<file path="src/rtl/mux2_rr_feeder.sv">
`default_nettype none
// ============================================================================
// Module      : mux2_rr_feeder
// Description : Upstream feeder for a 2:1 mux of WIDTH-bit operands.
//               Two independent valid/ready channels (A, B) are each buffered
//               in a one-word holding register. A round-robin arbiter picks a
//               channel whenever the output slot is free or being drained,
//               and presents registered operands a, b and select s
//               (0 = A, 1 = B) with a y_valid/y_ready handshake.
//
//               Ports:
//                 clk, rst_n        clock, asynchronous active-low reset
//                 a_in/a_valid/a_ready  channel A input handshake
//                 b_in/b_valid/b_ready  channel B input handshake
//                 a, b, s           registered mux operands and select
//                 y_valid, y_ready  output handshake qualifying mux y
// Revision    : 1.0 - initial release
// ============================================================================
module mux2_rr_feeder #(
    parameter int WIDTH = 4
) (
    input  logic             clk,
    input  logic             rst_n,
    input  logic [WIDTH-1:0] a_in,
    input  logic             a_valid,
    output logic             a_ready,
    input  logic [WIDTH-1:0] b_in,
    input  logic             b_valid,
    output logic             b_ready,
    output logic [WIDTH-1:0] a,
    output logic [WIDTH-1:0] b,
    output logic             s,
    output logic             y_valid,
    input  logic             y_ready
);

    // Holding registers, one word per channel
    logic [WIDTH-1:0] r_a_hold;
    logic [WIDTH-1:0] r_b_hold;
    logic             r_a_full;
    logic             r_b_full;

    // Output slot
    logic [WIDTH-1:0] r_a;
    logic [WIDTH-1:0] r_b;
    logic             r_s;
    logic             r_y_valid;

    // Channel granted most recently (0 = A, 1 = B); reset to B so A wins
    // the first contention.
    logic             r_last_grant;

    logic             w_load;
    logic             w_grant_a;
    logic             w_grant_b;
    logic             w_accept_a;
    logic             w_accept_b;

    // The output slot can take a new word when empty or drained this cycle.
    assign w_load = !r_y_valid || y_ready;

    always_comb begin
        w_grant_a = 1'b0;
        w_grant_b = 1'b0;
        if (w_load) begin
            if (r_a_full && r_b_full) begin
                w_grant_a = r_last_grant;
                w_grant_b = !r_last_grant;
            end else begin
                w_grant_a = r_a_full;
                w_grant_b = r_b_full;
            end
        end
    end

    // A channel whose word is leaving this cycle can be refilled in the same
    // cycle, giving one word per cycle per channel when uncontended. This
    // creates a combinational path from y_ready to the ready outputs.
    assign a_ready    = !r_a_full || w_grant_a;
    assign b_ready    = !r_b_full || w_grant_b;
    assign w_accept_a = a_valid && a_ready;
    assign w_accept_b = b_valid && b_ready;

    always_ff @(posedge clk or negedge rst_n) begin
        if (!rst_n) begin
            r_a_hold <= '0;
            r_b_hold <= '0;
            r_a_full <= 1'b0;
            r_b_full <= 1'b0;
        end else begin
            if (w_accept_a) begin
                r_a_hold <= a_in;
                r_a_full <= 1'b1;
            end else if (w_grant_a) begin
                r_a_full <= 1'b0;
            end
            if (w_accept_b) begin
                r_b_hold <= b_in;
                r_b_full <= 1'b1;
            end else if (w_grant_b) begin
                r_b_full <= 1'b0;
            end
        end
    end

    always_ff @(posedge clk or negedge rst_n) begin
        if (!rst_n) begin
            r_a          <= '0;
            r_b          <= '0;
            r_s          <= 1'b0;
            r_y_valid    <= 1'b0;
            r_last_grant <= 1'b1;
        end else if (w_load) begin
            if (w_grant_a || w_grant_b) begin
                // Both operands are copied; the non-selected one mirrors its
                // current holding register.
                r_a          <= r_a_hold;
                r_b          <= r_b_hold;
                r_s          <= w_grant_b;
                r_y_valid    <= 1'b1;
                r_last_grant <= w_grant_b;
            end else begin
                r_y_valid <= 1'b0;
            end
        end
    end

    assign a       = r_a;
    assign b       = r_b;
    assign s       = r_s;
    assign y_valid = r_y_valid;

endmodule
`default_nettype wire

</file>
<file path="config.mk">
export PLATFORM = sky130hd
export DESIGN_NAME = mux2_rr_feeder
export DESIGN_NICKNAME = d
export VERILOG_FILES = /design/src/rtl/mux2_rr_feeder.sv
export SDC_FILE = /design/constraint.sdc
export NUM_CORES = 1
export LEC_CHECK = 0
export ABC_AREA = 1
export CORE_MARGIN = 4
export CORE_UTILIZATION = 40
export CTS_CLUSTER_DIAMETER = 200
export DETAILED_ROUTE_END_ITERATION = 16
export HOLD_SLACK_MARGIN = 0.08
export MAX_ROUTING_LAYER = met4
export PLACE_DENSITY = 0.67
export SLEW_MARGIN = 0
export SYNTH_ARGS = -nofsm -noshare
export SYNTH_HDL_FRONTEND = slang
export SYNTH_SLANG_ARGS = --single-unit
</file>
<file path="constraint.sdc">
create_clock -name clk -period 3 [get_ports clk]
set_clock_uncertainty 0.05 [all_clocks]
set_input_delay 0.45 -clock clk [delete_from_list [all_inputs] [get_ports clk]]
set_output_delay 0.45 -clock clk [all_outputs]
set_load 0.02 [all_outputs]
</file>
==> results of run 1 <==
worst paths after layout:
check                              end  depth (start not counted)    startpoint
max reg2reg                r_b_hold[1]                          6  r_last_grant
min in group asynchronous     r_b_full                          1         rst_n
max in group asynchronous         b[1]                          1         rst_n
min reg2reg                          s                          2             s
min                                  s                          2             s
max                            b_ready                          6       y_ready
layout make-up:
| cell class | instances | area share [%] |
|---|---|---|
| Sequential cell | 21 | 47.0 |
| Multi-Input combinational cell | 64 | 24.4 |
| Timing Repair Buffer | 25 | 22.1 |
| Tap cell | 27 | 3.02 |
| Clock buffer | 3 | 2.01 |
| Inverter | 3 | 1.01 |
| Clock inverter | 1 | 0.447 |
cells in the mapped netlist:
master,n
sky130_fd_sc_hd__nand2_2,4
sky130_fd_sc_hd__o21ai_2,1
sky130_fd_sc_hd__dfstp_2,1
sky130_fd_sc_hd__inv_1,2
sky130_fd_sc_hd__inv_2,1
sky130_fd_sc_hd__o21ai_1,1
sky130_fd_sc_hd__nand2_1,49
sky130_fd_sc_hd__nand3_2,1
sky130_fd_sc_hd__buf_4,1
sky130_fd_sc_hd__nand3_1,8
sky130_fd_sc_hd__dfrtp_1,20
power groups by stage:
stage / Clock [W] / Sequential (W) / Combinational, W
after floorplan: 0 / 0.000577 / 0.000257
after global placement: 0 / 0.000516 / 0.000554
after detailed placement: 0 / 0.000517 / 0.000560
after CTS: 0.000135 / 0.000511 / 0.000563
after global routing: 0.000147 / 0.000526 / 0.000626
final: 0.000130 / 0.000511 / 0.000554
cell families (layout without fill, tap and decap cells):
family / count (synthesis) / count (layout) / share of synthesized area (%)
simple gates: 62 / 62 / 31.7
flops: 21 / 21 / 64.4
buf+inv: 4 / 32 / 2.29
compound gates: 2 / 2 / 1.68
critical path: stages:
cell                              delay [ps]
sky130_fd_sc_hd__clkdlybuf4s50_1         450
sky130_fd_sc_hd__inv_1                    40
sky130_fd_sc_hd__nand2_1                 140
sky130_fd_sc_hd__nand3_2                 110
sky130_fd_sc_hd__nand2_2                 150
sky130_fd_sc_hd__clkdlybuf4s50_1         630
layer usage:
layer	vias to the layer above	global-route usage, %	routed length [microns]
met5	-	-	0
met4	0	6.38	19
met3	2	2.82	78
met2	14	21.0	674
met1	284	17.7	745
li1	337	-	-
state kept, by name, summed over array words and instances, names as in the netlist:
| signal | flops |
|---|---|
| r_b_full | 1 |
| r_a_full | 1 |
| b | 4 |
| a | 4 |
| r_last_grant | 1 |
| y_valid | 1 |
| s | 1 |
| r_b_hold | 4 |
| r_a_hold | 4 |
layout by cell type, fill, tap and decap left out:
master | netlist | layout
sky130_fd_sc_hd__clkbuf_4 | 0 | 3
sky130_fd_sc_hd__nand2_1 | 49 | 49
sky130_fd_sc_hd__inv_2 | 1 | 1
sky130_fd_sc_hd__buf_4 | 1 | 1
sky130_fd_sc_hd__nand2_2 | 4 | 4
sky130_fd_sc_hd__dfstp_2 | 1 | 1
sky130_fd_sc_hd__clkinv_2 | 0 | 1
sky130_fd_sc_hd__dfrtp_1 | 20 | 20
sky130_fd_sc_hd__nand3_2 | 1 | 1
sky130_fd_sc_hd__inv_1 | 2 | 2
sky130_fd_sc_hd__o21ai_2 | 1 | 1
sky130_fd_sc_hd__o21ai_1 | 1 | 1
sky130_fd_sc_hd__nand3_1 | 8 | 8
sky130_fd_sc_hd__clkdlybuf4s50_1 | 0 | 24
per-stage QoR:
step	instances	setup slack [ps]	area, sq um	power, W	utilization, %
final	144	523	1120	0.00119	57.1
after global routing	144	439	1120	0.00130	57.1
after CTS	144	521	1120	0.00121	57.1
after detailed placement	140	523	1090	0.00108	55.7
after global placement	140	546	1090	0.00107	55.7
after floorplan	89	1630	818	0.000834	-
==> metrics.md, run 1 <==
| Metric | Value |
|---|---|
| Effective utilization at floorplan | 41.7% |
| Fraction of final layout cells sized beyond drive strength 1 | 11.1% |
| TritonRoute pass-1 iters | 6 |
| Slew @ Worst Pin | 882 ps |
| Slack of the worst reg-to-reg path | 1820 ps |
| Port Buffers | 24 |
| Required arrival time at the worst endpoint | 2500 ps |
| Area grow syn2layout | 36.8% |
| Count of cells resized by post-cts repair | 0 |
| Number of warning messages in the yosys log | 0 |
| Pin count of the biggest net entering global routing | 22 |
| Number of register bits inferred by synthesis | 21 |
| Filler Cell Count | 193 |
| Floorplan row count | 16 |
| Clock tree root driver cell | sky130_fd_sc_hd__clkbuf_4 |
| Power density cells | 1070 nW/um^2 |
| Final count of negative-setup-slack endpoints | 0 |
| Number of antenna violations at the first check in global routing | 0 |
| Cts bufs inserted | 3 |
| Total clock sinks | 21 |
| Slew HR | 41.0% |
| Static leakage | 0.569 nW |
| Class of the worst hold path | register to register |
| Nature of the critical path endpoint | primary output |
| Remaining global-route overflow | 0 |
| Clock edge transition at the registers on the reported setup and hold paths | 110 ps |
| Average wire per standard cell | 10.5 microns |
| Cell count after synthesis | 89 |
| Dominant cells by area after synthesis | sky130_fd_sc_hd__dfrtp_1 61%, sky130_fd_sc_hd__nand2_1 22%, sky130_fd_sc_hd__nand3_1 4.9% |
| Nets in the synthesized netlist | 102 |
| Number of top-level design ports | 25 |
| Period minus WS final | 2480 ps |
| Number of slew-limit violations in the final report | 0 |
| Max Fanout on Critical Path | 7 |
| Switch Pwr | 0.000480 W |
| TNS Setup | 0 ps |
| Clock latency reported for the late side of the worst-skew pair | 290 ps |
| Internal portion of total power | 0.000714 W |
| Run status | finished, final reports clean |
| # Post-CTS Setup Buffers | 0 |
| Global-route wire length before repair | 2790 microns |
| Worst IR drop on VDD | 0.388 mV |
| Final net count | 131 |
| Cts hold-fix bufs | 0 |
| Startpoint type of the worst setup path | input port |
| Crit share post-route | 82.6% |
| Signal arrival time at the worst endpoint | 1980 ps |
| ANT cells | 0 |
| Distinct cell type count after synthesis | 11 |
| Share of power burned in registers | 42.8% |
| Routed via count | 637 |
| Average instance area after synthesis | 9.19 sq um |
| Count of endpoints failing hold in the final timing report | 0 |
| Share of synthesized area occupied by flip-flops and latches | 64.4% |
| Area leader, netlist | sky130_fd_sc_hd__dfrtp_1 |
| Logic gate share of total power | 46.4% |
| Total track usage | 13.9% |
| Highest Clock Rate | 404 MHz |
| Placeable Area | 1960 sq um |
| Total die area | 2830 sq um |
| Half-perimeter wire length after detailed placement | 1160 microns |
| Post-route ant nets | 0 |
| Net switching fraction of the power | 40.2% |
| Top-area cell type share of the netlist area | 61.2% |
| Max Cap Viol | 0 |
| CTS tree | done |
| Final GP Congestion | 0.765 |
| Fin Hold WS | 433 ps |
| Netlist area before placement | 818 sq um |
| Longest Clk Path Bufs | 2 |
| Path type of the worst setup path | input port to primary output |
| Sequential Area | 527 sq um |
| Part of the total power dissipated in the clock network | 10.8% |
| Starting DRC count in detailed routing | 3 |
| Via/cell ratio | 4.42 |
| Overall die height | 53.2 microns |
| Unrepaired setup endpoints after global routing | no |
| Number of remaining DRC errors | 0 |
| H-tree depth | 1 |
| Via count of the first global-routing pass | 650 |
| Multi-input combinational cell area | 273 sq um |
| DIE WIDTH | 53.2 microns |
| Final WL | 1520 microns |
Power figures use the tool's default switching activity.
==> run 2: changes to the inputs <==
- PLACE_DENSITY: 0.67 -> 0.7
- clock period: 3 -> 2.2 ns (I/O delays scaled with it)
==> run 2 against run 1 <==
  * Critical path depth unchanged
  * Register-to-register slack lost 880 ps
  * Cell count grew 2.1%
  * Die area did not move
  * Total power up 39%
  * Sequential power grew 37%
  * Critical endpoint is now a_ready
  * Largest cell class unchanged
==> metrics.md, run 2 (synthesized netlist as in run 1, its figures left out) <==
| Metric | Value |
|---|---|
| ANT cells | 0 (unchanged) |
| Part of the total power dissipated in the clock network | 10.7% (about the same) |
| DIE WIDTH | 53.2 microns (unchanged) |
| Minimum setup slack in the final design | 114 ps (-408 ps) |
| Global-route wire length before repair | 2530 microns (-9.4%) |
| Startpoint type of the worst setup path | input port |
| Number of antenna violations at the first check in global routing | 0 (unchanged) |
| Number of top-level design ports | 25 (unchanged) |
| Number of cells after detailed placement | 143 (+2.1%) |
| Max Fanout on Critical Path | 4 (-3) |
| Slack of the worst reg-to-reg path | 940 ps (-880 ps) |
| Area grow syn2layout | 39.8% |
| CTS tree | done |
| Endpoint of the lowest-slack register-to-register path | r_b_hold[3] |
| TNS Setup | 0 ps (unchanged) |
| Area of all placed cells without fillers | 1140 sq um (+2.1%) |
| Highest Clock Rate | 480 MHz |
| Placement-stage worst setup slack | 61.7 ps (-462 ps) |
| Worst IR drop on VDD | 0.705 mV (+81%) |
| Count of endpoints failing hold in the final timing report | 0 (unchanged) |
| Via count of the first global-routing pass | 601 (-7.5%) |
| Period minus WS final | 2090 ps |
| Final net count | 134 (+2.3%) |
| Internal portion of total power | 0.00100 W (+41%) |
| Final GP Congestion | 0.793 (+3.6%) |
| Effective utilization at floorplan | 41.7% (unchanged) |
| Remaining global-route overflow | 0 (unchanged) |
| Signal arrival time at the worst endpoint | 1710 ps (-270 ps) |
| TritonRoute pass-1 iters | 4 (-2) |
| Starting DRC count in detailed routing | 8 (+5) |
| Post-route ant nets | 0 (unchanged) |
| Power density cells | 1450 nW/um^2 (+36%) |
| Logic depth of the worst register-to-register path | 7 (+1) |
| Overall die height | 53.2 microns (unchanged) |
| Crit share post-route | 94.8% |
| Floorplan row count | 16 (unchanged) |
| Unrepaired setup endpoints after global routing | no |
| Switch Pwr | 0.000659 W (+37%) |
| Number of slew-limit violations in the final report | 0 (unchanged) |
| Cts hold-fix bufs | 0 (unchanged) |
| Total clock sinks | 21 (unchanged) |
| Max Cap Viol | 0 (unchanged) |
| Port Buffers | 24 (unchanged) |
| Net switching fraction of the power | 39.6% (-0.57 points) |
| Via/cell ratio | 4.46 (+0.88%) |
| Routed via count | 656 (+3.0%) |
| Most frequent standard cell in the layout excluding fill and tap cells | sky130_fd_sc_hd__nand2_1 |
| Static leakage | 0.588 nW (+3.3%) |
| Longest Clk Path Bufs | 2 (unchanged) |
| Nature of the critical path endpoint | primary output |
| Number of remaining DRC errors | 0 (unchanged) |
| Fraction of final layout cells sized beyond drive strength 1 | 12.5% (+1.4 points) |
| Number of non-filler instances in the completed layout | 147 (+2.1%) |
| Required arrival time at the worst endpoint | 1820 ps (-680 ps) |
| H-tree depth | 1 (unchanged) |
| Final count of negative-setup-slack endpoints | 0 (unchanged) |
| Pin count of the biggest net entering global routing | 15 (-32%) |
| Average wire per standard cell | 10.7 microns (+2.0%) |
| Total die area | 2830 sq um (unchanged) |
| Leading cell types in the layout, fill and taps excluded | 49 x sky130_fd_sc_hd__nand2_1, 23 x sky130_fd_sc_hd__clkdlybuf4s50_1, 20 x sky130_fd_sc_hd__dfrtp_1 |
| Share of power burned in registers | 42.0% (-0.8 points) |
| Placeable Area | 1960 sq um (unchanged) |
| Clock edge transition at the registers on the reported setup and hold paths | 110 ps (about the same) |
| Total track usage | 12.8% (-1.0 points) |
| Run status | finished, final reports clean |
| Slew HR | 58.7% (+18 points) |
| Path type of the worst setup path | input port to primary output |
| Half-perimeter wire length after detailed placement | 1200 microns (+3.2%) |
| Class of the worst hold path | input port to async pin |
| Slew @ Worst Pin | 617 ps (-265 ps) |
| Placed inst area | 1110 sq um (+2.1%) |
| Clock tree root driver cell | sky130_fd_sc_hd__clkbuf_4 |
| Cts bufs inserted | 3 (unchanged) |
| Clock latency reported for the late side of the worst-skew pair | 290 ps (about the same) |
| Final WL | 1580 microns (+4.1%) |
| Logic gate share of total power | 47.3% (+0.9 points) |
| Startpoint of the most critical register-to-register path | r_last_grant |
-- run 2: cell count changes in the layout (fill, tap and decap cells not counted), sizes merged --
cell           previous run  this run
clkbuf                    3         4
clkdlybuf4s50            24        23
buf                       1         4
dlymetal6s2s              0         1
clkinv                    1         0
-- run 2: power groups by stage --
stage                     clock (W)  combinational [W]  sequential, W
after floorplan                   0           0.000351       0.000787
after global placement            0           0.000789       0.000696
after detailed placement          0           0.000796       0.000705
after CTS                  0.000188           0.000800       0.000697
after global routing       0.000199           0.000879       0.000720
final                      0.000178           0.000787       0.000698
-- run 2: layout make-up --
cell class,count,area [sq um]
multi-input cells,64,273
clock buffers,4,26.3
fillers,200,818
repair buffers,28,273
flip-flops and latches,21,527
inverters,3,11.3
well taps,27,33.8
-- run 2: repair_timing --
item | in CTS | in global routing
setup endpoints to repair | 0 | 1
gates resized for setup | 0 | 1
buffers inserted | 0 | 0
-- run 2: worst max-delay path: stages --
cell and delay (ps):
sky130_fd_sc_hd__clkdlybuf4s50_1 450, sky130_fd_sc_hd__inv_1 30, sky130_fd_sc_hd__nand2_1 140, sky130_fd_sc_hd__o21ai_2 80, sky130_fd_sc_hd__nand2_2 70, sky130_fd_sc_hd__clkdlybuf4s50_1 600
-- run 2: worst max-delay path by stage --
stage,startpoint,to,slack [ps],depth (start not counted)
after floorplan,y_valid,b_ready,950,3
after global placement,y_ready,b_ready,60,6
after detailed placement,y_ready,b_ready,60,6
after CTS,y_ready,b_ready,50,6
after global routing,y_ready,a_ready,60,6
final,y_ready,a_ready,110,6
-- run 2: per-layer routing --
metal	part of all wire, %	up-vias	wire length [microns]	track usage (%)
met5	0	-	0	-
met4	2.7	0	42	8.94
met3	3.9	4	62	1.69
met2	44	18	702	19.4
met1	49	296	772	15.7
li1	-	338	-	-
-- run 2: metrics by stage --
stage	hold slack (ps)	power, W	util (%)
after floorplan	-15.6	0.00114	-
after global routing	382	0.00180	58.3
final	360	0.00166	58.3
after detailed placement	408	0.00150	56.8
after CTS	369	0.00169	58.2
after global placement	408	0.00149	56.8
==> run 3: changes to the inputs <==
- PLACE_DENSITY: 0.7 -> unset
- PLACE_DENSITY_LB_ADDON: unset -> 0.3
- SETUP_SLACK_MARGIN: unset -> 0.2
==> run 3 against run 2 <==
  * Global-route usage increased by 0.98 points
  * Wire length increased by 0.70%
  * Via count increased by 0.30%
  * Die area unchanged
  * Critical path type unchanged
  * Largest cell class unchanged
  * Highest routed layer unchanged
==> metrics.md, run 3 (synthesized netlist as in run 1, its figures left out) <==
| Metric | Value |
|---|---|
| Worst IR drop on VDD | 0.741 mV (+5.1%) |
| Longest Clk Path Bufs | 2 (unchanged) |
| Max Cap Viol | 0 (unchanged) |
| Period minus WS final | 1870 ps (-217 ps) |
| Power density cells | 1450 nW/um^2 (-0.22%) |
| ANT cells | 0 (unchanged) |
| Number of antenna violations at the first check in global routing | 0 (unchanged) |
| Count of endpoints failing hold in the final timing report | 0 (unchanged) |
| Pin count of the biggest net entering global routing | 15 (unchanged) |
| Number of top-level design ports | 25 (unchanged) |
| Class of the worst hold path | input port to async pin |
| Remaining global-route overflow | 0 (unchanged) |
| Area of all placed cells without fillers | 1140 sq um (-0.33%) |
| Met1 layer usage reported by global route | 16.5% (+0.75 points) |
| Via/cell ratio | 4.48 (+0.30%) |
| Overall die height | 53.2 microns (unchanged) |
| H-tree depth | 1 (unchanged) |
| Highest Clock Rate | 535 MHz (+12%) |
| Clock tree root driver cell | sky130_fd_sc_hd__clkbuf_4 |
| Via count of the first global-routing pass | 641 (+6.7%) |
| TritonRoute pass-1 iters | 4 (unchanged) |
| # Post-CTS Setup Buffers | 0 (unchanged) |
| Slew @ Worst Pin | 578 ps (-39.1 ps) |
| Count of cells resized by post-cts repair | 2 (+2) |
| Cts hold-fix bufs | 0 (unchanged) |
| Final WL | 1590 microns (+0.70%) |
| Met3 track demand over resource in global routing | 3.38% (+1.7 points) |
| Final net count | 134 (unchanged) |
| Leading cell types in the layout, fill and taps excluded | 49 x sky130_fd_sc_hd__nand2_1, 22 x sky130_fd_sc_hd__clkdlybuf4s50_1, 20 x sky130_fd_sc_hd__dfrtp_1 |
| Post-route ant nets | 0 (unchanged) |
| Placed inst area | 1110 sq um (unchanged) |
| Sequential Area | 527 sq um (unchanged) |
| Most frequent standard cell in the layout excluding fill and tap cells | sky130_fd_sc_hd__nand2_1 |
| Port Buffers | 24 (unchanged) |
| Total die area | 2830 sq um (unchanged) |
| Clock edge transition at the registers on the reported setup and hold paths | 120 ps (about the same) |
| Slew HR | 61.4% (+2.6 points) |
| M2 GR Usage | 21.2% (+1.8 points) |
| Floorplan row count | 16 (unchanged) |
| Crit share post-route | 84.9% (-9.9 points) |
| Multi-input combinational cell area | 273 sq um (unchanged) |
| Starting DRC count in detailed routing | 2 (-6) |
| Max Fanout on Critical Path | 4 (unchanged) |
| Path type of the worst setup path | input port to primary output |
| Clock latency reported for the late side of the worst-skew pair | 300 ps (about the same) |
| TNS Setup | 0 ps (unchanged) |
| Area grow syn2layout | 39.3% |
| Number of remaining DRC errors | 0 (unchanged) |
| Required arrival time at the worst endpoint | 1820 ps (about the same) |
| Most used routing layer | met2 |
| Global-route wire length before repair | 2680 microns (+6.0%) |
| Cts bufs inserted | 3 (unchanged) |
| Average wire per standard cell | 10.8 microns (+0.70%) |
| DIE WIDTH | 53.2 microns (unchanged) |
| Filler Cell Count | 191 (-4.5%) |
| Run status | finished, final reports clean |
| Half-perimeter wire length after detailed placement | 1210 microns (+1.2%) |
| Static leakage | 0.584 nW (-0.69%) |
| Total track usage | 13.8% (+0.98 points) |
| Effective utilization at floorplan | 41.7% (unchanged) |
| Routed via count | 658 (+0.30%) |
| Final GP Congestion | 0.794 (+0.15%) |
| Maximum single-stage delay on the critical path | 450 ps (-150 ps) |
| Unrepaired setup endpoints after global routing | no |
| Startpoint type of the worst setup path | input port |
| Placeable Area | 1960 sq um (unchanged) |
| CTS tree | done |
| Signal arrival time at the worst endpoint | 1490 ps (-220 ps) |
| Nature of the critical path endpoint | primary output |
| Cell-by-cell listing of the critical path | clkdlybuf4s50_1 > inv_1 > nand2_1 > nand3_2 > nand2_2 > dlygate4sd2_1 |
| Total clock sinks | 21 (unchanged) |
| Fraction of final layout cells sized beyond drive strength 1 | 13.3% (+0.83 points) |
| Final count of negative-setup-slack endpoints | 0 (unchanged) |
| Critical path's slowest cell | sky130_fd_sc_hd__clkdlybuf4s50_1 |
| Number of slew-limit violations in the final report | 0 (unchanged) |
-- run 3: final timing paths --
| path | from | endpoint | slack (ps) | cells past startpoint |
|---|---|---|---|---|
| worst max-delay path | y_ready | b_ready | 330 | 6 |
| worst min-delay path | rst_n | y_valid | 330 | 1 |
| worst max register to register | r_last_grant | r_b_hold[1] | 940 | 7 |
| worst min register to register | s | s | 430 | 2 |
| max in group asynchronous | rst_n | r_b_hold[2] | 1230 | 2 |
| min in group clk | s | s | 430 | 2 |
-- run 3: where the power goes --
| group | total [W] | switching [W] | internal [W] | leakage [nW] |
|---|---|---|---|---|
| sequential | 0.000696 | 0.000116 | 0.000580 | 0.255 |
| combinational | 0.000776 | 0.000436 | 0.000340 | 0.311 |
| clock | 0.000182 | 0.000114 | 0.0000678 | 0.0177 |
-- run 3: layout make-up --
type | count | area share (%)
clock inverter | 1 | 0.439
tap | 27 | 2.96
inverter | 3 | 0.988
multi-input combinational | 64 | 23.9
clock buffer | 3 | 1.98
sequential | 21 | 46.2
timing repair buffer | 28 | 23.5
-- run 3: critical path: cells and delay by family --
| kind | cells | cell delay, ps |
|---|---|---|
| buffers and inverters | 3 | 820 |
| and+or+nand+nor | 3 | 330 |
-- run 3: through the flow --
step	hold WS (ps)	instances	setup WS, ps	util [%]	power, W
2_1_floorplan	-15.6	89	952	-	0.00114
3_5_place_dp	411	143	52.5	56.8	0.00150
6_report	331	147	331	58.1	0.00165
4_1_cts	345	147	316	58.1	0.00168
3_3_place_gp	406	143	66.2	56.8	0.00149
5_1_grt	364	147	244	58.1	0.00179
-- run 3: metal layers --
metal	routed length [microns]	share of wire [%]	vias to the layer above
li1	-	-	340
met1	744	47	299
met2	743	47	17
met3	75	4.7	2
met4	27	1.7	0
met5	0	0	-
